==> config.mk <==
export PLATFORM = sky130hd
export DESIGN_NAME = cajero_param
export DESIGN_NICKNAME = d
export VERILOG_FILES = /design/src/rtl/cajero_param.sv
export SDC_FILE = /design/constraint.sdc
export NUM_CORES = 1
export LEC_CHECK = 0
export ABC_AREA = 1
export CORE_MARGIN = 3
export CORE_UTILIZATION = 40
export CTS_CLUSTER_DIAMETER = 30
export CTS_CLUSTER_SIZE = 16
export DETAILED_ROUTE_END_ITERATION = 8
export MAX_ROUTING_LAYER = met4
export SYNTH_ARGS = -nofsm -noshare
export SYNTH_HDL_FRONTEND = slang
export SYNTH_SLANG_ARGS = --single-unit
export TNS_END_PERCENT = 30
==> constraint.sdc <==
create_clock -name clk -period 3.3 [get_ports clk]
set_input_delay 0.33 -clock clk [delete_from_list [all_inputs] [get_ports clk]]
set_output_delay 0.33 -clock clk [all_outputs]
set_load 0.005 [all_outputs]
==> src/rtl/cajero_param.sv <==
`default_nettype none
// ============================================================================
// Module   : cajero_param
// Brief    : Parametrised ATM session controller: card, PIN entry with attempt
//            lockout, one deposit/withdrawal per session against a latched
//            balance. Define CAJERO_TIMEOUT_EN for the inactivity timeout.
// Revision : 1.0 - initial release
// ============================================================================
module cajero_param #(
  parameter int              PIN_DIGITS     = 4,
  parameter int              MAX_INTENTOS   = 3,
  parameter int              MONTO_W        = 32,
  parameter int              BALANCE_W      = 64,
  parameter longint unsigned LIMITE_RETIRO  = 100000,
  parameter int              TIMEOUT_CICLOS = 1000
) (
  input  logic                    clk,
  input  logic                    rst_n,
  input  logic                    i_tarjeta_recibida,
  input  logic                    i_tipo_trans,
  input  logic [4*PIN_DIGITS-1:0] i_pin,
  input  logic [3:0]              i_digito,
  input  logic                    i_digito_stb,
  input  logic [MONTO_W-1:0]      i_monto,
  input  logic                    i_monto_stb,
  input  logic [BALANCE_W-1:0]    i_balance_inicial,
  output logic [BALANCE_W-1:0]    o_balance,
  output logic                    o_balance_actualizado,
  output logic                    o_entregar_dinero,
  output logic                    o_pin_incorrecto,
  output logic                    o_advertencia,
  output logic                    o_bloqueo,
  output logic                    o_fondos_insuficientes,
  output logic                    o_limite_excedido,
  output logic                    o_tiempo_agotado
);

  localparam int                   c_pin_w   = 4 * PIN_DIGITS;
  localparam int                   c_cnt_w   = $clog2(PIN_DIGITS + 1);
  localparam logic [c_cnt_w-1:0]   c_cnt_fin = c_cnt_w'(PIN_DIGITS);
  localparam logic [3:0]           c_max     = 4'(MAX_INTENTOS);
  localparam logic [3:0]           c_warn    = 4'(MAX_INTENTOS - 1);
  localparam logic [BALANCE_W-1:0] c_limite  = BALANCE_W'(LIMITE_RETIRO);

  typedef enum logic [2:0] {
    ESPERA       = 3'd0,
    INGRESO_PIN  = 3'd1,
    VERIFICA     = 3'd2,
    ESPERA_MONTO = 3'd3,
    PROCESA      = 3'd4,
    BLOQUEADO    = 3'd5
  } state_t;

  state_t                 r_state, w_state_next;
  logic                   r_digito_stb_d, r_monto_stb_d;
  logic [c_pin_w-1:0]     r_pin, w_pin_next;
  logic [c_pin_w-1:0]     r_shift, w_shift_next;
  logic [c_cnt_w-1:0]     r_cnt, w_cnt_next;
  logic [3:0]             r_intentos, w_intentos_next;
  logic                   r_advertencia, w_advertencia_next;
  logic                   r_bloqueo, w_bloqueo_next;
  logic [BALANCE_W-1:0]   r_balance, w_balance_next;
  logic [BALANCE_W-1:0]   r_monto, w_monto_next;
  logic                   r_tipo, w_tipo_next;
  logic                   r_actualizado, w_actualizado_next;
  logic                   r_entregar, w_entregar_next;
  logic                   r_pin_inc, w_pin_inc_next;
  logic                   r_fondos, w_fondos_next;
  logic                   r_limite, w_limite_next;

  logic                   w_digito_edge, w_monto_edge;
  logic [c_cnt_w-1:0]     w_cnt_inc;
  logic [3:0]             w_intentos_inc;
  logic [BALANCE_W:0]     w_suma;

`ifdef CAJERO_TIMEOUT_EN
  localparam int                 c_inact_w   = $clog2(TIMEOUT_CICLOS + 1);
  localparam logic [c_inact_w-1:0] c_inact_fin = c_inact_w'(TIMEOUT_CICLOS - 1);
  logic [c_inact_w-1:0]   r_inact, w_inact_next;
  logic                   r_tiempo, w_tiempo_next;
`endif

  assign w_digito_edge  = i_digito_stb & ~r_digito_stb_d;
  assign w_monto_edge   = i_monto_stb & ~r_monto_stb_d;
  assign w_cnt_inc      = r_cnt + c_cnt_w'(1);
  assign w_intentos_inc = r_intentos + 4'd1;
  assign w_suma         = {1'b0, r_balance} + {1'b0, r_monto};

  always_comb begin
    w_state_next       = r_state;
    w_pin_next         = r_pin;
    w_shift_next       = r_shift;
    w_cnt_next         = r_cnt;
    w_intentos_next    = r_intentos;
    w_advertencia_next = r_advertencia;
    w_bloqueo_next     = r_bloqueo;
    w_balance_next     = r_balance;
    w_monto_next       = r_monto;
    w_tipo_next        = r_tipo;
    w_actualizado_next = 1'b0;
    w_entregar_next    = 1'b0;
    w_pin_inc_next     = 1'b0;
    w_fondos_next      = 1'b0;
    w_limite_next      = 1'b0;
`ifdef CAJERO_TIMEOUT_EN
    w_inact_next       = '0;
    w_tiempo_next      = 1'b0;
`endif

    case (r_state)
      ESPERA: begin
        if (i_tarjeta_recibida) begin
          w_state_next   = INGRESO_PIN;
          w_pin_next     = i_pin;
          w_balance_next = i_balance_inicial;
          w_cnt_next     = '0;
          w_shift_next   = '0;
        end
      end
      INGRESO_PIN: begin
        if (!i_tarjeta_recibida) begin
          w_state_next = ESPERA;
        end else if (w_digito_edge) begin
          w_shift_next = c_pin_w'({r_shift, i_digito});
          w_cnt_next   = w_cnt_inc;
          if (w_cnt_inc == c_cnt_fin) w_state_next = VERIFICA;
        end
      end
      VERIFICA: begin
        if (r_shift == r_pin) begin
          w_state_next       = ESPERA_MONTO;
          w_intentos_next    = '0;
          w_advertencia_next = 1'b0;
        end else begin
          w_pin_inc_next  = 1'b1;
          w_intentos_next = w_intentos_inc;
          w_cnt_next      = '0;
          if (w_intentos_inc == c_max) begin
            w_state_next       = BLOQUEADO;
            w_bloqueo_next     = 1'b1;
            w_advertencia_next = 1'b0;
          end else begin
            w_state_next = INGRESO_PIN;
            if (w_intentos_inc == c_warn) w_advertencia_next = 1'b1;
          end
        end
      end
      ESPERA_MONTO: begin
        if (!i_tarjeta_recibida) begin
          w_state_next = ESPERA;
        end else if (w_monto_edge) begin
          w_state_next = PROCESA;
          w_monto_next = BALANCE_W'(i_monto);
          w_tipo_next  = i_tipo_trans;
        end
      end
      PROCESA: begin
        w_state_next = ESPERA;
        if (!r_tipo) begin
          // Deposit saturates instead of wrapping on carry-out.
          w_balance_next     = w_suma[BALANCE_W] ? '1 : w_suma[BALANCE_W-1:0];
          w_actualizado_next = 1'b1;
        end else if (r_monto > r_balance) begin
          w_fondos_next = 1'b1;
        end else if (r_monto > c_limite) begin
          w_limite_next = 1'b1;
        end else begin
          w_balance_next     = r_balance - r_monto;
          w_actualizado_next = 1'b1;
          w_entregar_next    = 1'b1;
        end
      end
      BLOQUEADO: ;
      default: w_state_next = ESPERA;
    endcase

`ifdef CAJERO_TIMEOUT_EN
    // Idle only counts while waiting on the user inside one collecting state.
    if ((r_state == INGRESO_PIN || r_state == ESPERA_MONTO) &&
        (w_state_next == r_state) && !w_digito_edge && !w_monto_edge) begin
      if (r_inact == c_inact_fin) begin
        w_state_next  = ESPERA;
        w_tiempo_next = 1'b1;
        w_cnt_next    = '0;
        w_shift_next  = '0;
      end else begin
        w_inact_next = r_inact + c_inact_w'(1);
      end
    end
`endif
  end

  always_ff @(posedge clk or negedge rst_n) begin
    if (!rst_n) begin
      r_state        <= ESPERA;
      r_digito_stb_d <= 1'b0;
      r_monto_stb_d  <= 1'b0;
      r_pin          <= '0;
      r_shift        <= '0;
      r_cnt          <= '0;
      r_intentos     <= '0;
      r_advertencia  <= 1'b0;
      r_bloqueo      <= 1'b0;
      r_balance      <= '0;
      r_monto        <= '0;
      r_tipo         <= 1'b0;
      r_actualizado  <= 1'b0;
      r_entregar     <= 1'b0;
      r_pin_inc      <= 1'b0;
      r_fondos       <= 1'b0;
      r_limite       <= 1'b0;
`ifdef CAJERO_TIMEOUT_EN
      r_inact        <= '0;
      r_tiempo       <= 1'b0;
`endif
    end else begin
      r_state        <= w_state_next;
      r_digito_stb_d <= i_digito_stb;
      r_monto_stb_d  <= i_monto_stb;
      r_pin          <= w_pin_next;
      r_shift        <= w_shift_next;
      r_cnt          <= w_cnt_next;
      r_intentos     <= w_intentos_next;
      r_advertencia  <= w_advertencia_next;
      r_bloqueo      <= w_bloqueo_next;
      r_balance      <= w_balance_next;
      r_monto        <= w_monto_next;
      r_tipo         <= w_tipo_next;
      r_actualizado  <= w_actualizado_next;
      r_entregar     <= w_entregar_next;
      r_pin_inc      <= w_pin_inc_next;
      r_fondos       <= w_fondos_next;
      r_limite       <= w_limite_next;
`ifdef CAJERO_TIMEOUT_EN
      r_inact        <= w_inact_next;
      r_tiempo       <= w_tiempo_next;
`endif
    end
  end

  assign o_balance              = r_balance;
  assign o_balance_actualizado  = r_actualizado;
  assign o_entregar_dinero      = r_entregar;
  assign o_pin_incorrecto       = r_pin_inc;
  assign o_advertencia          = r_advertencia;
  assign o_bloqueo              = r_bloqueo;
  assign o_fondos_insuficientes = r_fondos;
  assign o_limite_excedido      = r_limite;
`ifdef CAJERO_TIMEOUT_EN
  assign o_tiempo_agotado       = r_tiempo;
`else
  assign o_tiempo_agotado       = 1'b0;
`endif

endmodule
`default_nettype wire
**Word-level counts from Yosys, hierarchy flattened**

Index checks and enable logic that the tools add are counted.
W data, S select, Z words.

- Logic and storage cells: 103
- Output and inout port bits: 72
- Bits in writable memories: 0
- Register bits after elaboration: 148
- Bits in latches: 0
- Bits in read-only memories: 0
- Memories: 0
- Bits of input ports: 122

- Order comparisons: 2
- Div/mod/pow operators: 0
- Multipliers: 0
- Eq/ne operators: 18
- Muxes and demuxes: 43
- $add $sub $neg: 4
- Shift operators: 0
- Reductions and logical operators: 13
- Bitwise logic cells: 6

Operators with widths:

| cell | number |
|---|---|
| $mux W64 | 5 |
| $pmux W64 S2 | 1 |
| $add A64 B32 Y65 | 1 |
| $gt A32 B64 Y1 | 1 |
| $sub A64 B32 Y64 | 1 |
| $mux W16 | 3 |
| $mux W3 | 12 |
| $gt A32 B17 Y1 const B | 1 |
| $pmux W16 S2 | 1 |
| $mux W1 | 18 |
| $eq A16 B16 Y1 | 1 |
| $ne A3 B3 Y1 const B | 5 |
| $pmux W3 S5 | 1 |
| $reduce_and A5 Y1 | 2 |
| $eq A3 B3 Y1 const B | 3 |
| $pmux W3 S3 | 1 |
| $eq A4 B2 Y1 const B | 2 |
| $ne A2 B2 Y1 const B | 4 |
| $reduce_and A4 Y1 | 2 |
| $eq A3 B2 Y1 const B | 2 |
| $reduce_and A3 Y1 | 2 |
| $reduce_bool A3 Y1 | 2 |
| $add A4 B1 Y4 const B | 1 |
| $mux W4 | 1 |
| 7 further kinds | 13 |

**Depth between registers and ports, before layout**

Gate-level depths: netlist (run 1).

- Depth after elaboration: 6
- Depth in mapped cells: 21
- Depth with buffers taken out: 20

**Worst setup path before layout (run 1)**

No wires, ideal clock.

- Path type: reg-to-reg
- Start point: register r_balance[0] (netlist: o_balance[0])
- End point: register r_balance[17] (netlist: o_balance[17])
- Clock period less this slack: 2.399 ns
- Arrival: 2.278 ns
- Buffers on the path: 1
- Path slack: 0.901 ns
- Cell stages (with the launch flop): 18
- Data required time: 3.179 ns
- Library setup time: 0.121 ns
- Cell sequence: dfrtp_1 inv_1 ha_1 inv_1 fa_1 nand3_1 nand3_1 nand2_1 nand2_1 nand2_1 nand3_2 nand2_4 nand3_2 nor2_4 nor2_8 buf_6 o21ai_1 o21ai_1

- Word-level cells in the longest chain between the ends: 5
- Elaborated cells between the ends (all ways): 10
- Those cells by class: 2 x add/sub; 1 x order compare; 1 x eq/ne; 5 x mux; 1 x reduce/logical

RTL lines:

| what | line | text |
|---|---|---|
| start, declared | 62 | `logic [BALANCE_W-1:0] r_balance, w_balance_next;` |
| start signal, assigned | 226 | `r_balance <= w_balance_next;` |
| $sub A64 B32 Y64 | 168 | `w_balance_next = r_balance - r_monto;` |
| $mux W64 | 165 | `end else if (r_monto > c_limite) begin` |
| $mux W64 | 163 | `end else if (r_monto > r_balance) begin` |
| $mux W64 | 159 | `if (!r_tipo) begin` |
| $pmux W64 S2 | 110 | `case (r_state)` |

Parallel ways exist; a longest one is shown, timed or not. The select of a mux whose other input is x is not followed.
A chain may end at the register's enable or synchronous reset.

**Final worst setup path (run 1)**

- Start point: register r_monto[9]
- End point: register r_balance[50] (netlist: o_balance[50])

- Word-level cells in the longest chain between the ends: 5
- Elaborated cells between the ends (all ways): 12
- Those cells by class: 2 x add/sub; 2 x order compare; 2 x eq/ne; 5 x mux; 1 x reduce/logical

RTL lines:

| what | line | text |
|---|---|---|
| start, declared | 63 | `logic [BALANCE_W-1:0] r_monto, w_monto_next;` |
| start signal, assigned | 227 | `r_monto <= w_monto_next;` |
| $sub A64 B32 Y64 | 168 |  |
| $mux W64 | 165 |  |
| $mux W64 | 163 |  |
| $mux W64 | 159 |  |
| $pmux W64 S2 | 110 |  |

Parallel ways exist; a longest one is shown, timed or not. The select of a mux whose other input is x is not followed.

==> reports/qor.yml, run 1 <==
die_height_um: 202
yosysWarnings: 0
antenna_left: 0
period_minus_slack_ps: 3150
fin_skew_ps: 14.2
grtUsageTotal_pct: 33.4
fmax_ghz: 0.318
hpwlAfterDp_um: 54500
r2r-end: "o_balance[50]$_DFFE_PN0P_"
preCtsSetupSlack_ps: 78.5
dp.cells: 3325
grt_overflow_total: 0
drt_first_pass_iters: 6
die_area_um2: 40700
rsz0062_at_grt: "false"
synth_seq_cells: 148
worstPathMaxFanout: 7
ys_top_cells_by_area: "dfrtp_1, nand2_1, nor2_1, inv_1, nand3_1"
port_buffers: 192
io_pins: 194
cp.arrival_ps: 3510
slew_headroom_pct: 42.8
num-nets-final: 3029
crit_path_end: "o_balance[50]$_DFFE_PN0P_"
status: "complete, no violations"
drc: 0
die_w_um: 202
ys_seq_area_share_pct: 24.2
tightest_slew_ps: 858
fin_area_um2: 18700
syn_area_um2: 15300
p_total_mw: 20.3
drive_gt1_share_pct: 6.46
p_leak_nw: 9.55
clock_sinks: 148
yosysUniqueCellTypes: 47
area_growth_pct: 21.7
cp-startpoint: "r_monto[9]$_DFFE_PN0P_"
timing.final.hold_violations: 0
num_rows: 71
tritoncts: "yes"
cts_inserted_buffers: 17
wl_per_cell_um: 19.9
cpMaxStageDelayCell: "dfrtp_1"
stdcell_count: 3361
crit_buf_inv: 1
hold-worst-slack_ps: 344
via_count: 17700
rrSetupSlack_ps: 150
drv_slew: 0
synth.top_cell.area_share_pct: 24.2
finalCoreUtilization_pct: 49.4
synth_top_cell_by_area: "dfrtp_1"
min_period_over_period_pct: 95.3
min_path_type: "input port to register"
clk_pin_slew_ps: 70
path_depth: 15
cts_root_buffer: "clkbuf_16"
synth_nets: 2836
required_ps: 3660
drv_cap: 0
grt_max_degree: 71
setup.worst_path.start_class: "register"
worst_slack_ps: 154
grt_pass1_wl_um: 101000
critPathKind: "register to register"
tns_ps: 0
core-area_um2: 37800
endpoint_kind: "register"
antenna_found_initial: 1
r2r_start: "r_monto[9]$_DFFE_PN0P_"
start_util_pct: 40.6
critical_path.top_delay_family: "simple AND/OR/NAND/NOR gates"
reg2reg_depth: 15
drtIter0Drc: 1462
ir_worst_vdd_mv: 0.509
postPlaceCellArea_um2: 18000
critical_path.cell_chain: "inv_1, ha_1, nand2_1, nor2_1, nand3_1, nand3_1, nand3_1, nand3_1, nand2_1, nand2_1, nand2_1, nand3_1, nand3_1, nand2_1, nand2_1"
synthCells: 2643
max_stage_delay_ps: 420
syn_area_per_cell_um2: 5.80
insertion_delay_ps: 470
setup_viol: 0
routabilityCongestion: 1.02
drt_wl_total_um: 67000
ctsLongestPathBuffers: 2
pwr_density_cell_nw_per_um2: 1090
htree_levels: 4
viasPerCell: 5.27
grt_pass1_vias: 16900
-- placed cells by master, fill, tap and decap left out, types with 3 or more instances in the layout --
cell type / instances
mux2_2: 15
o211ai_2: 5
or2_2: 4
clkdlybuf4s50_1: 191
xor2_1: 18
a21oi_2: 3
clkbuf_16: 18
nor3_1: 36
xnor2_1: 26
ha_1: 69
a21oi_1: 128
nor4_1: 17
inv_2: 12
inv_1: 378
o211ai_1: 5
nand4_1: 41
nor2_4: 6
nand3_2: 3
dfrtp_1: 147
nor2_1: 403
buf_12: 5
and2_1: 5
nor2_2: 7
buf_4: 72
o21bai_1: 9
nand3_1: 239
o21ai_1: 22
nand2_1: 828
o21ai_0: 89
nand2_4: 4
clkinv_4: 5
inv_6: 4
nand2_2: 5
-- area by class of cell --
type | instances | area (um^2)
Clock buffer | 19 | 443
Inverter | 391 | 1470
Clock inverter | 13 | 119
Antenna cell | 1 | 2.50
Fill cell | 4121 | 19100
Tap cell | 511 | 639
Multi-Input combinational cell | 2006 | 9650
Timing Repair Buffer | 272 | 2630
Sequential cell | 148 | 3700
-- what timing repair did --
action	in CTS	in global routing
gates resized for setup	0	2
buffers inserted	0	1
endpoints found under the setup margin	0	40
hold endpoints to repair	66	0
hold buffers	1	0
-- flip-flops by register name (all words and copies together) (netlist names) --
name	flops
o_entregar_dinero	1
r_intentos	4
r_shift	16
o_bloqueo	1
o_balance	64
r_state	3
r_digito_stb_d	1
o_limite_excedido	1
r_monto	32
r_tipo	1
o_advertencia	1
o_balance_actualizado	1
r_pin	16
o_fondos_insuficientes	1
o_pin_incorrecto	1
r_monto_stb_d	1
r_cnt	3
-- cell families (layout without fill, tap and decap cells) --
kind of cell               count (synthesis)  after routing  synth area share [%]
muxes                                     15             15                  1.10
buffers and inverters                    489            695                  13.0
and+or+nand+nor                         1608           1608                  44.0
DFF                                      148            148                  24.2
other                                      1              2                0.0245
xor gates and xnor gates                  44             44                  2.51
adders and majority gates                 71             71                  5.89
AOI/OAI and AO/OA                        267            267                  9.36
-- per-layer routing --
metal  global-route usage, %  routed length [um]
met5                       -                   0
met4                    10.9                2110
met3                    4.53                4460
met2                    50.9               29500
met1                    46.1               31000
-- worst min-delay path by stage --
stage,startpoint,endpoint,slack (ps),cells past startpoint
CTS,i_monto_stb,r_monto_stb_d$_DFF_PN0_,310,1
global route,i_monto_stb,r_monto_stb_d$_DFF_PN0_,340,1
floorplan,rst_n,o_advertencia$_DFFE_PN0P_,30,0
global placement,rst_n,r_monto[2]$_DFFE_PN0P_,430,1
finish,i_monto_stb,r_monto_stb_d$_DFF_PN0_,340,1
detailed placement,rst_n,r_monto[2]$_DFFE_PN0P_,440,1
-- power by group --
part	total [mW]	switching, mW	internal, mW	leakage [nW]
clock network	1.94	0.935	1.01	0.274
registers	3.64	1.02	2.62	1.76
logic	14.7	9.80	4.90	7.52
total	20.3	11.8	8.52	9.55
-- cells in the mapped netlist, drive strengths merged --
master and instances:
nand2 837, nor2 417, inv 391, nand3 244, dfrtp 148, a21oi 131, o21ai 111, buf 69
ha 69, nand4 42, nor3 38, clkbuf 29, xnor2 26, nor4 18, xor2 18, mux2 15
o211ai 10, o21bai 9, and2 5, or2 4, fa 2, nand3b 2, o22ai 2, a31oi 1
a32o 1, conb 1, nor3b 1, o21a 1, o31ai 1
Note: power is estimated with default switching activity, not from simulation.
==> run 2: changes to the inputs <==
--- a/config.mk
+++ b/config.mk
@@ -7,10 +7,13 @@
 export LEC_CHECK = 0
 export ABC_AREA = 1
+export CELL_PAD_IN_SITES_DETAIL_PLACEMENT = 0
+export CELL_PAD_IN_SITES_GLOBAL_PLACEMENT = 1
 export CORE_MARGIN = 3
-export CORE_UTILIZATION = 40
+export CORE_UTILIZATION = 39
 export CTS_CLUSTER_DIAMETER = 30
 export CTS_CLUSTER_SIZE = 16
 export DETAILED_ROUTE_END_ITERATION = 8
 export MAX_ROUTING_LAYER = met4
+export PLACE_DENSITY_LB_ADDON = 0.1
 export SYNTH_ARGS = -nofsm -noshare
 export SYNTH_HDL_FRONTEND = slang
==> constraint.sdc (replaced) <==
create_clock -name clk -period 3.3 [get_ports clk]
set_input_delay 0.33 -clock clk [delete_from_list [all_inputs] [get_ports clk]]
set_output_delay 0.33 -clock clk [all_outputs]
set_load 0.02 [all_outputs]
==> run 2 against run 1 <==
Net effect:
- clock skew up 3.6 ps
- sequential power up 7.1%
- combinational power about the same
- die area up 2.5%
- count of clock-buffer cells in the layout down 2
- global-route usage down 0.55 points
- hold slack better by 8.6 ps
- first-iteration DRC count up 18%
- final area down 1.3%
- critical endpoint is now o_balance[46]$_DFFE_PN0P_
- largest power group unchanged
==> reports/qor.yml, run 2 (synthesis gave the netlist of run 1 again) <==
status: "complete, no violations"
min_to: "r_monto_stb_d$_DFF_PN0_"
tightest_slew_ps: 877  # +19.8 ps
tns_ps: 0  # unchanged
largest_register_ffs: 64  # unchanged
critPathKind: "register to register"
p_total_mw: 20.8  # +2.6%
htree_levels: 4  # unchanged
die_w_um: 204  # +1.2%
start_util_pct: 40.1  # -0.47 points
r2r-end: "o_balance[46]$_DFFE_PN0P_"
rrSetupSlack_ps: 100  # -50 ps
wl_per_cell_um: 20.1  # +0.69%
drt_wl_total_um: 66800  # -0.39%
clk_pin_slew_ps: 70  # about the same
grt_overflow_total: 0  # unchanged
worstPathMaxFanout: 13  # +6
grt_pass1_wl_um: 101000  # -0.55%
cp.arrival_ps: 3540  # +30 ps
timing.final.hold_violations: 0  # unchanged
die_area_um2: 41700  # +2.5%
ctsLongestPathBuffers: 2  # unchanged
required_ps: 3640  # -20 ps
core-area_um2: 38200  # +1.2%
diodes: 0  # -1
p_leak_nw: 9.38  # -1.7%
clock_sinks: 148  # unchanged
final_common_cell: "nand2_1"
drc: 0  # unchanged
fillers: 4091  # -0.73%
ir_worst_vdd_mv: 0.655  # +29%
grt_max_degree: 65  # -8.5%
rsz0062_at_grt: "false"
io_pins: 194  # unchanged
postCtsSetupRepairBufs: 0  # unchanged
pwr_density_cell_nw_per_um2: 1130  # +4.0%
cts_root_buffer: "clkbuf_16"
endpoint_kind: "register"
setup.worst_path.start_class: "register"
slew_headroom_pct: 41.5  # -1.3 points
r2r_start: "o_balance[0]$_DFFE_PN0P_"
fin_skew_ps: 17.8  # +3.56 ps
antenna_left: 0  # unchanged
tritoncts: "yes"
final_cell_mix: "nand2_1, nor2_1, inv_1"
reg2reg_depth: 17  # +2
min_path_type: "input port to register"
antenna_found_initial: 0  # -1
cp-startpoint: "o_balance[0]$_DFFE_PN0P_"
min_period_over_period_pct: 96.9  # +1.5 points
hpwlAfterDp_um: 53800  # -1.3%
drv_cap: 0  # unchanged
area_growth_pct: 20.1
insertion_delay_ps: 470  # about the same
routabilityCongestion: 1.06  # +4.0%
viasPerCell: 5.31  # +0.60%
num_rows: 71  # unchanged
setup_viol: 0  # unchanged
dp.cells: 3293  # -0.96%
num-nets-final: 2995  # -1.1%
hold_start: "i_monto_stb"
hold_depth: 1  # unchanged
grtUsageTotal_pct: 32.9  # -0.55 points
drtIter0Drc: 1727  # +18%
period_minus_slack_ps: 3200  # +50.3 ps
port_buffers: 192  # unchanged
drive_gt1_share_pct: 5.33  # -1.1 points
via_count: 17600  # -0.48%
drv_slew: 0  # unchanged
stdcell_count: 3325  # -1.1%
die_height_um: 204  # +1.2%
fmax_ghz: 0.313  # -1.6%
drt_first_pass_iters: 7  # +1
grt_pass1_vias: 16800  # -0.41%
cts_inserted_buffers: 17  # unchanged
run 2: changes by cell type in the layout (fill, tap and decap cells not counted), moves of 2 or more:
cell,before,now
clkinvlp_4,1,3
clkinv_4,5,0
buf_4,72,41
bufinv_16,0,3
run 2: final cells by class:
type / count / area [um^2] / share of cell area, %
Clock buffer: 17 / 425 / 2.31
Clock inverter: 14 / 195 / 1.06
Inverter: 391 / 1470 / 7.99
Multi-Input combinational cell: 2006 / 9650 / 52.4
Sequential cell: 148 / 3700 / 20.1
Tap cell: 511 / 639 / 3.47
Timing Repair Buffer: 238 / 2320 / 12.6
run 2: what timing repair did:
item	4_1_cts	5_1_grt
endpoints found under the setup margin	0	17
gates resized for setup	0	1
hold endpoints to repair	57	0
hold buffers	1	0
run 2: stage by stage:
step,area (um^2),setup WS [ps],util (%),hold WS (ps)
after floorplan,15300,812,-,34.4
after global placement,17800,120,46.5,347
after detailed placement,17800,123,46.5,358
after CTS,18400,85.8,48.2,338
after global routing,18400,51.8,48.2,353
final,18400,103,48.2,353
run 2: how the worst max path moves through the flow:
stage,to,slack (ps),cells after the start
floorplan,o_balance[17]$_DFFE_PN0P_,810,17
CTS,o_balance[46]$_DFFE_PN0P_,90,17
finish,o_balance[46]$_DFFE_PN0P_,100,17
global placement,o_balance[43]$_DFFE_PN0P_,120,17
detailed placement,o_balance[43]$_DFFE_PN0P_,120,17
global route,o_balance[5]$_DFFE_PN0P_,50,17
run 2: power breakdown:
| group | internal, mW | leakage (nW) | switching (mW) |
|---|---|---|---|
| registers | 2.61 | 1.76 | 1.29 |
| clock network | 1.22 | 0.294 | 0.990 |
| logic | 4.61 | 7.33 | 10.1 |
run 2: routing by layer:
layer	GRT usage, %	wire [um]	share of wire (%)
met5	-	0	0
met4	10.4	2230	3.3
met3	4.60	5280	7.9
met2	48.2	28100	42
met1	46.8	31200	47
run 2: critical path, stage by stage, from the launching register on:
cell and delay [ps]:
dfrtp_1 400, inv_1 80, ha_1 140, inv_1 60, fa_1 490, nand3_1 130
nand3_2 180, nand2_1 140, nand2_1 130, nand2_1 100, nand3_2 180, nand2_4 180
nand3_2 140, nor2_4 220, nor2_8 100, buf_4 220, nor2_1 110, a21oi_1 50
==> variant 1: new RTL, settings of run 1 <==
Put one more register stage on the output `o_fondos_insuficientes`, cleared by the reset. The value now appears one clock later. The other outputs are not delayed to match.
--- a/src/rtl/cajero_param.sv
+++ b/src/rtl/cajero_param.sv
@@ -246,3 +246,9 @@
   assign o_bloqueo              = r_bloqueo;
-  assign o_fondos_insuficientes = r_fondos;
+  always_ff @(posedge clk or negedge rst_n) begin
+    if (!rst_n) begin
+      o_fondos_insuficientes <= '0;
+    end else begin
+      o_fondos_insuficientes <= r_fondos;
+    end
+  end
   assign o_limite_excedido      = r_limite;
Function: no difference found for any inputs over 4 cycles, from zero or initial values and one cycle with rst_n low; that may be too few to reach the edited logic, so the function may still have changed.
==> variant 1 against run 1 <==
  * Power grew 1.4%
  * Global-route usage grew 1.6 points
  * Largest cell class unchanged
  * Routed wire length grew 5.4%
  * Clock skew grew 7.7 ps
  * Via count grew 3.2%
  * Sequential cell count grew 1
  * Critical path type unchanged
  * Worst setup slack lost 1.3 ps
  * Synthesized area grew 2.0%
  * Final area grew 0.54%
  * Count of clock-buffer cells in the layout shrank 1
  * Highest routed layer unchanged
  * Fmax is essentially flat
  * Die area grew 1.9%
==> variant 1: results (changes against run 1) <==
{| class="wikitable"
! Metric !! Value
|-
| Leading post-synthesis cells by instance count || 911 x sky130_fd_sc_hd__nand2_1, 385 x sky130_fd_sc_hd__inv_1, 357 x sky130_fd_sc_hd__nor2_1 (was 829 x sky130_fd_sc_hd__nand2_1, 403 x sky130_fd_sc_hd__nor2_1, 378 x sky130_fd_sc_hd__inv_1)
|-
| Met3 routed WL || 5860 microns (was 4460 microns)
|-
| Run status || complete, no violations (unchanged)
|-
| First DRT Iteration DRCs || 1893 (was 1462)
|-
| Unique cell type count in the Yosys netlist || 44 (was 47)
|-
| Number of search-and-repair iterations in the first detailed-routing pass || 7 (was 6)
|-
| Crit path max fanout || 25 (was 7)
|-
| Global-route wire length before repair || 106000 microns (was 101000 microns)
|-
| Flip-flop count of the largest register, all copies and words added || 64 (unchanged)
|-
| Mux cell area share after synthesis || 1.15% (was 1.10%)
|-
| Max Buffers Root-to-Sink || 2 (unchanged)
|-
| Fraction of layout cells with a size suffix above 1 || 6.84% (was 6.46%)
|-
| Critical Path AT || 3500 ps (was 3510 ps)
|-
| Final weighted congestion of routability-driven global placement || 1.04 (was 1.02)
|-
| Top post-synthesis cells by area || sky130_fd_sc_hd__dfrtp_1 24%, sky130_fd_sc_hd__nand2_1 22%, sky130_fd_sc_hd__inv_1 9.2% (was sky130_fd_sc_hd__dfrtp_1 24%, sky130_fd_sc_hd__nand2_1 20%, sky130_fd_sc_hd__nor2_1 9.9%)
|-
| Max Clock Skew || 22.0 ps (was 14.2 ps)
|-
| Top_reg_cell synth || sky130_fd_sc_hd__dfrtp_1 (unchanged)
|-
| Area share of xor/xnor cells in the synthesized design || 1.85% (was 2.51%)
|-
| Async set-or-reset flop fraction in the synthesized netlist || 100% (unchanged)
|-
| Category of the worst setup path capture point || flip-flop (unchanged)
|-
| Post-synthesis adder-cell area fraction || 5.78% (was 5.89%)
|-
| Highest ir drop seen on vdd || 0.000514 V (was 0.000509 V)
|-
| Worst-margin pin slew || 1020 ps (was 858 ps)
|-
| Total Nets Final || 3089 (was 3029)
|-
| Pre-CTS WS || 123 ps (was 78.5 ps)
|-
| Antenna Diode Count || 0 (was 1)
|-
| Sequential share of the synthesized area || 23.9% (was 24.2%)
|-
| Number of nets in the synthesized netlist || 2921 (was 2836)
|-
| Vias per Instance || 5.35 (was 5.27)
|-
| Overall global routing resource usage || 35.0% (was 33.4%)
|-
| Total length of routed wires || 70700 microns (was 67000 microns)
|-
| Detail Route met2 WL || 30500 microns (was 29500 microns)
|-
| Dpl hpwl || 57300 microns (was 54500 microns)
|-
| Wire length the detailed router placed on met1 || 31500 microns (was 31000 microns)
|-
| Reported leakage power || 9.68 nW (was 9.55 nW)
|-
| Number of global-route vias before repair || 17600 (was 16900)
|-
| Initial antenna violation count || 0 (was 1)
|-
| Synthesized-area fraction occupied by ao, oa, aoi and oai cells || 7.79% (was 9.36%)
|}
==> variant 1: power breakdown <==
part | switching (mW) | leakage [nW] | internal, mW | total (mW)
registers | 1.30 | 1.78 | 2.63 | 3.93
clock network | 1.01 | 0.279 | 0.999 | 2.01
logic | 9.84 | 7.61 | 4.78 | 14.6
total | 12.1 | 9.68 | 8.41 | 20.6
==> variant 1: worst max-delay path, stage by stage, from the launching register on <==
cell	delay, ps
sky130_fd_sc_hd__dfrtp_1	400
sky130_fd_sc_hd__inv_1	90
sky130_fd_sc_hd__ha_1	160
sky130_fd_sc_hd__inv_1	80
sky130_fd_sc_hd__fa_1	420
sky130_fd_sc_hd__nand3_1	90
sky130_fd_sc_hd__nand2_1	190
sky130_fd_sc_hd__nand2_1	130
sky130_fd_sc_hd__nand3_2	180
sky130_fd_sc_hd__nand2_1	140
sky130_fd_sc_hd__nand3_2	160
sky130_fd_sc_hd__nand2_4	190
sky130_fd_sc_hd__nand4_4	190
sky130_fd_sc_hd__nand2_8	170
sky130_fd_sc_hd__inv_2	70
sky130_fd_sc_hd__buf_12	160
sky130_fd_sc_hd__nand3_1	110
sky130_fd_sc_hd__nand2_1	50
==> variant 1: routing by layer <==
metal / vias up / global-route usage, %
li1: 8817 / -
met1: 8564 / 48.0
met2: 799 / 52.4
met3: 118 / 5.62
met4: 0 / 12.3
met5: - / -
==> variant 1: metrics by stage <==
| stage | instance area [sq um] | instances |
|---|---|---|
| 6_report | 18800 | 3420 |
| 5_1_grt | 18800 | 3420 |
| 4_1_cts | 18700 | 3415 |
| 3_5_place_dp | 18100 | 3382 |
| 3_3_place_gp | 18100 | 3382 |
| 2_1_floorplan | 15600 | 2728 |
==> variant 1: final cells by class <==
type                            count  area (sq um)
Tap cell                          511           639
Fill cell                        4138         19400
Clock buffer                       18           429
Timing Repair Buffer              245          2410
Inverter                          417          1570
Multi-Input combinational cell   2066          9850
Clock inverter                     14           130
Sequential cell                   149          3730
==> variant 1: timing repair <==
item                       in CTS  in global routing
setup endpoints to repair       0                 57
hold endpoints to repair       48                  0
setup buffers                   0                  4
hold buffers                    1                  0
resized for setup               0                  2
==> variant 1: path summary, 6_finish.rpt <==
check                                    startpoint  slack (ps)                          endpoint  cells past startpoint
setup / recovery           o_balance[0]$_DFFE_PN0P_         150         o_balance[12]$_DFFE_PN0P_                     17
hold / removal                         i_digito_stb         340          r_digito_stb_d$_DFF_PN0_                      1
setup reg to reg           o_balance[0]$_DFFE_PN0P_         150         o_balance[12]$_DFFE_PN0P_                     17
hold reg to reg                  r_fondos$_DFF_PN0_         360  o_fondos_insuficientes$_DFF_PN0_                      0
max in group asynchronous                     rst_n        1920         o_balance[54]$_DFFE_PN0P_                      3
min in group asynchronous                     rst_n         380          o_balance[5]$_DFFE_PN0P_                      2
==> variant 2: new RTL, config.mk and constraints of run 1 <==
Without the edit above. Build with the macro `CAJERO_TIMEOUT_EN` defined.
--- a/src/rtl/cajero_param.sv
+++ b/src/rtl/cajero_param.sv
@@ -8,2 +8,4 @@
 // ============================================================================
+`define CAJERO_TIMEOUT_EN
+
 module cajero_param #(
Formal check against the unedited RTL: same outputs for any inputs over 4 cycles, from zero or initial values and one cycle with rst_n low; that may be too few to reach the edited logic, so the function may still have changed.
==> variant 2 against run 1 <==
  * Routed wire length up 3.2%
  * Critical path depth up 4
  * Critical endpoint is now o_balance[31]$_DFFE_PN0P_
  * Critical path type unchanged
  * Final area up 1.6%
  * Worst setup slack better by 14 ps
  * Sequential share of layout area up 1.1 points
  * Clock skew down 0.62 ps
  * Global-route usage up 0.81 points
  * Synthesized area up 1.7%
  * Sequential cell count up 11
  * Hold slack worse by 13 ps
Power is not compared: it rests on default switching activity, and its combinational part moved more than twofold at a synthesized area within 25%.
==> variant 2: results (changes against run 1) <==
{| class="wikitable"
! Metric !! Value
|-
| Sequential cell count || 159 (was 148)
|-
| Number of nets in the synthesized netlist || 2863 (was 2836)
|-
| Number of buffers added on ports || 193 (was 192)
|-
| Fraction of cell area in non-clock buffers || 13.8% (was 14.1%)
|-
| Worst hold start || i_digito_stb (was i_monto_stb)
|-
| Crit path max fanout || 38 (was 7)
|-
| Critical Path AT || 3500 ps (was 3510 ps)
|-
| Area overhead of the layout relative to synthesis || 21.7% (about the same)
|-
| Filler cells || 4105 (was 4121)
|-
| Run status || complete, no violations (unchanged)
|-
| Worst-margin pin slew || 874 ps (was 858 ps)
|-
| Destination of the critical timing path || o_balance[31]$_DFFE_PN0P_ (was o_balance[50]$_DFFE_PN0P_)
|-
| Leading post-synthesis cells by instance count || 864 x sky130_fd_sc_hd__nand2_1, 424 x sky130_fd_sc_hd__nor2_1, 374 x sky130_fd_sc_hd__inv_1 (was 829 x sky130_fd_sc_hd__nand2_1, 403 x sky130_fd_sc_hd__nor2_1, 378 x sky130_fd_sc_hd__inv_1)
|-
| Layout buffer count excluding clock buffers || 271 (was 272)
|-
| Post-place instance area || 0.0184 sq mm (was 0.0180 sq mm)
|-
| Overall global routing resource usage || 34.2% (was 33.4%)
|-
| Multi-input combinational gate total || 2030 (was 2006)
|-
| First DRT Iteration DRCs || 1586 (was 1462)
|-
| Max Clock Skew || 13.6 ps (was 14.2 ps)
|-
| Nonclk inv count || 395 (was 391)
|-
| Clock-cell share || 2.96% (was 3.01%)
|-
| Vias per Instance || 5.28 (was 5.27)
|-
| Worst min-delay path endpoint || r_digito_stb_d$_DFF_PN0_ (was r_monto_stb_d$_DFF_PN0_)
|-
| Mapped Avg Cell Area || 5.84 sq um (was 5.80 sq um)
|-
| Dpl hpwl || 56500 microns (was 54500 microns)
|-
| Final weighted congestion of routability-driven global placement || 1.07 (was 1.02)
|-
| CP Launch Point || o_balance[0]$_DFFE_PN0P_ (was r_monto[9]$_DFFE_PN0P_)
|-
| Number of cells traversed by the worst register-to-register path || 19 (was 15)
|-
| Multi-input gate area || 0.00968 sq mm (was 0.00965 sq mm)
|-
| Antenna Diode Count || 0 (was 1)
|-
| Initial antenna violation count || 0 (was 1)
|-
| Total length of routed wires || 69200 microns (was 67000 microns)
|-
| Global-route wire length before repair || 104000 microns (was 101000 microns)
|-
| Total Nets Final || 3068 (was 3029)
|-
| Maximum number of pins on one net before global-route repair || 74 (was 71)
|}
## variant 2: changes by cell type after synthesis, sizes merged, moves of 5 or more
| cell | before | now |
|---|---|---|
| a21oi | 131 | 123 |
| and2 | 5 | 0 |
| buf | 69 | 53 |
| dfrtp | 148 | 159 |
| mux2 | 15 | 1 |
| nand2 | 837 | 880 |
| nand3 | 244 | 197 |
| nand3b | 2 | 7 |
| nor2 | 417 | 437 |
| nor3 | 38 | 50 |
| nor4 | 18 | 9 |
| o22ai | 2 | 13 |
| xnor2 | 26 | 12 |
| xor2 | 18 | 34 |
## variant 2: cell families after synthesis
group,share of synthesized area [%]
AND/OR/NAND/NOR,43.6
flip-flops,25.5
buffers and inverters,12.4
AO/OA/AOI/OAI,9.88
adder cells (fa/ha/maj),5.88
XOR/XNOR,2.59
multiplexers,0.0723
## variant 2: layer usage
layer	GRT usage, %	part of all wire (%)
met5	-	0
met4	10.9	3.3
met3	7.81	9.0
met2	52.0	44
met1	45.5	44
## variant 2: per-stage QoR
step / cells / setup WS, ps / util (%) / total power [mW]
6_report: 3397 / 168 / 49.9 / 8.29
5_1_grt: 3397 / 2.99 / 49.9 / 8.79
4_1_cts: 3397 / 224 / 49.9 / 8.26
3_5_place_dp: 3365 / 234 / 48.4 / 6.22
3_3_place_gp: 3365 / 288 / 48.4 / 6.20
2_1_floorplan: 2669 / 896 / - / 4.52
## variant 2: power breakdown
part	internal, mW	switching (mW)	total, mW	leakage, nW
registers	2.17	0.397	2.57	1.89
clock network	1.01	1.01	2.02	0.272
logic	1.37	2.33	3.70	7.43
total	4.55	3.74	8.29	9.60
## variant 2: what timing repair did
action / in CTS / in global routing
endpoints found under the setup margin: 0 / 1
resized for setup: 0 / 1
buffers inserted: 0 / 0
hold endpoints to repair: 70 / 0
hold buffers: 1 / 0
## variant 2: worst max-delay path, cell delays in order, from the launching register on
cell and delay [ps]:
sky130_fd_sc_hd__dfrtp_1 410, sky130_fd_sc_hd__inv_1 70, sky130_fd_sc_hd__ha_1 150, sky130_fd_sc_hd__inv_1 60, sky130_fd_sc_hd__fa_1 420, sky130_fd_sc_hd__nand3_1 110, sky130_fd_sc_hd__nand3_2 120, sky130_fd_sc_hd__nand2_1 100
sky130_fd_sc_hd__nand3_2 130, sky130_fd_sc_hd__nand2_1 120, sky130_fd_sc_hd__nand3_1 270, sky130_fd_sc_hd__nand2_2 180, sky130_fd_sc_hd__nand2_2 70, sky130_fd_sc_hd__inv_2 80, sky130_fd_sc_hd__nand3_2 90, sky130_fd_sc_hd__nand2_4 120
sky130_fd_sc_hd__buf_12 220, sky130_fd_sc_hd__nor2_1 120, sky130_fd_sc_hd__o21ai_1 110, sky130_fd_sc_hd__nand2_1 70
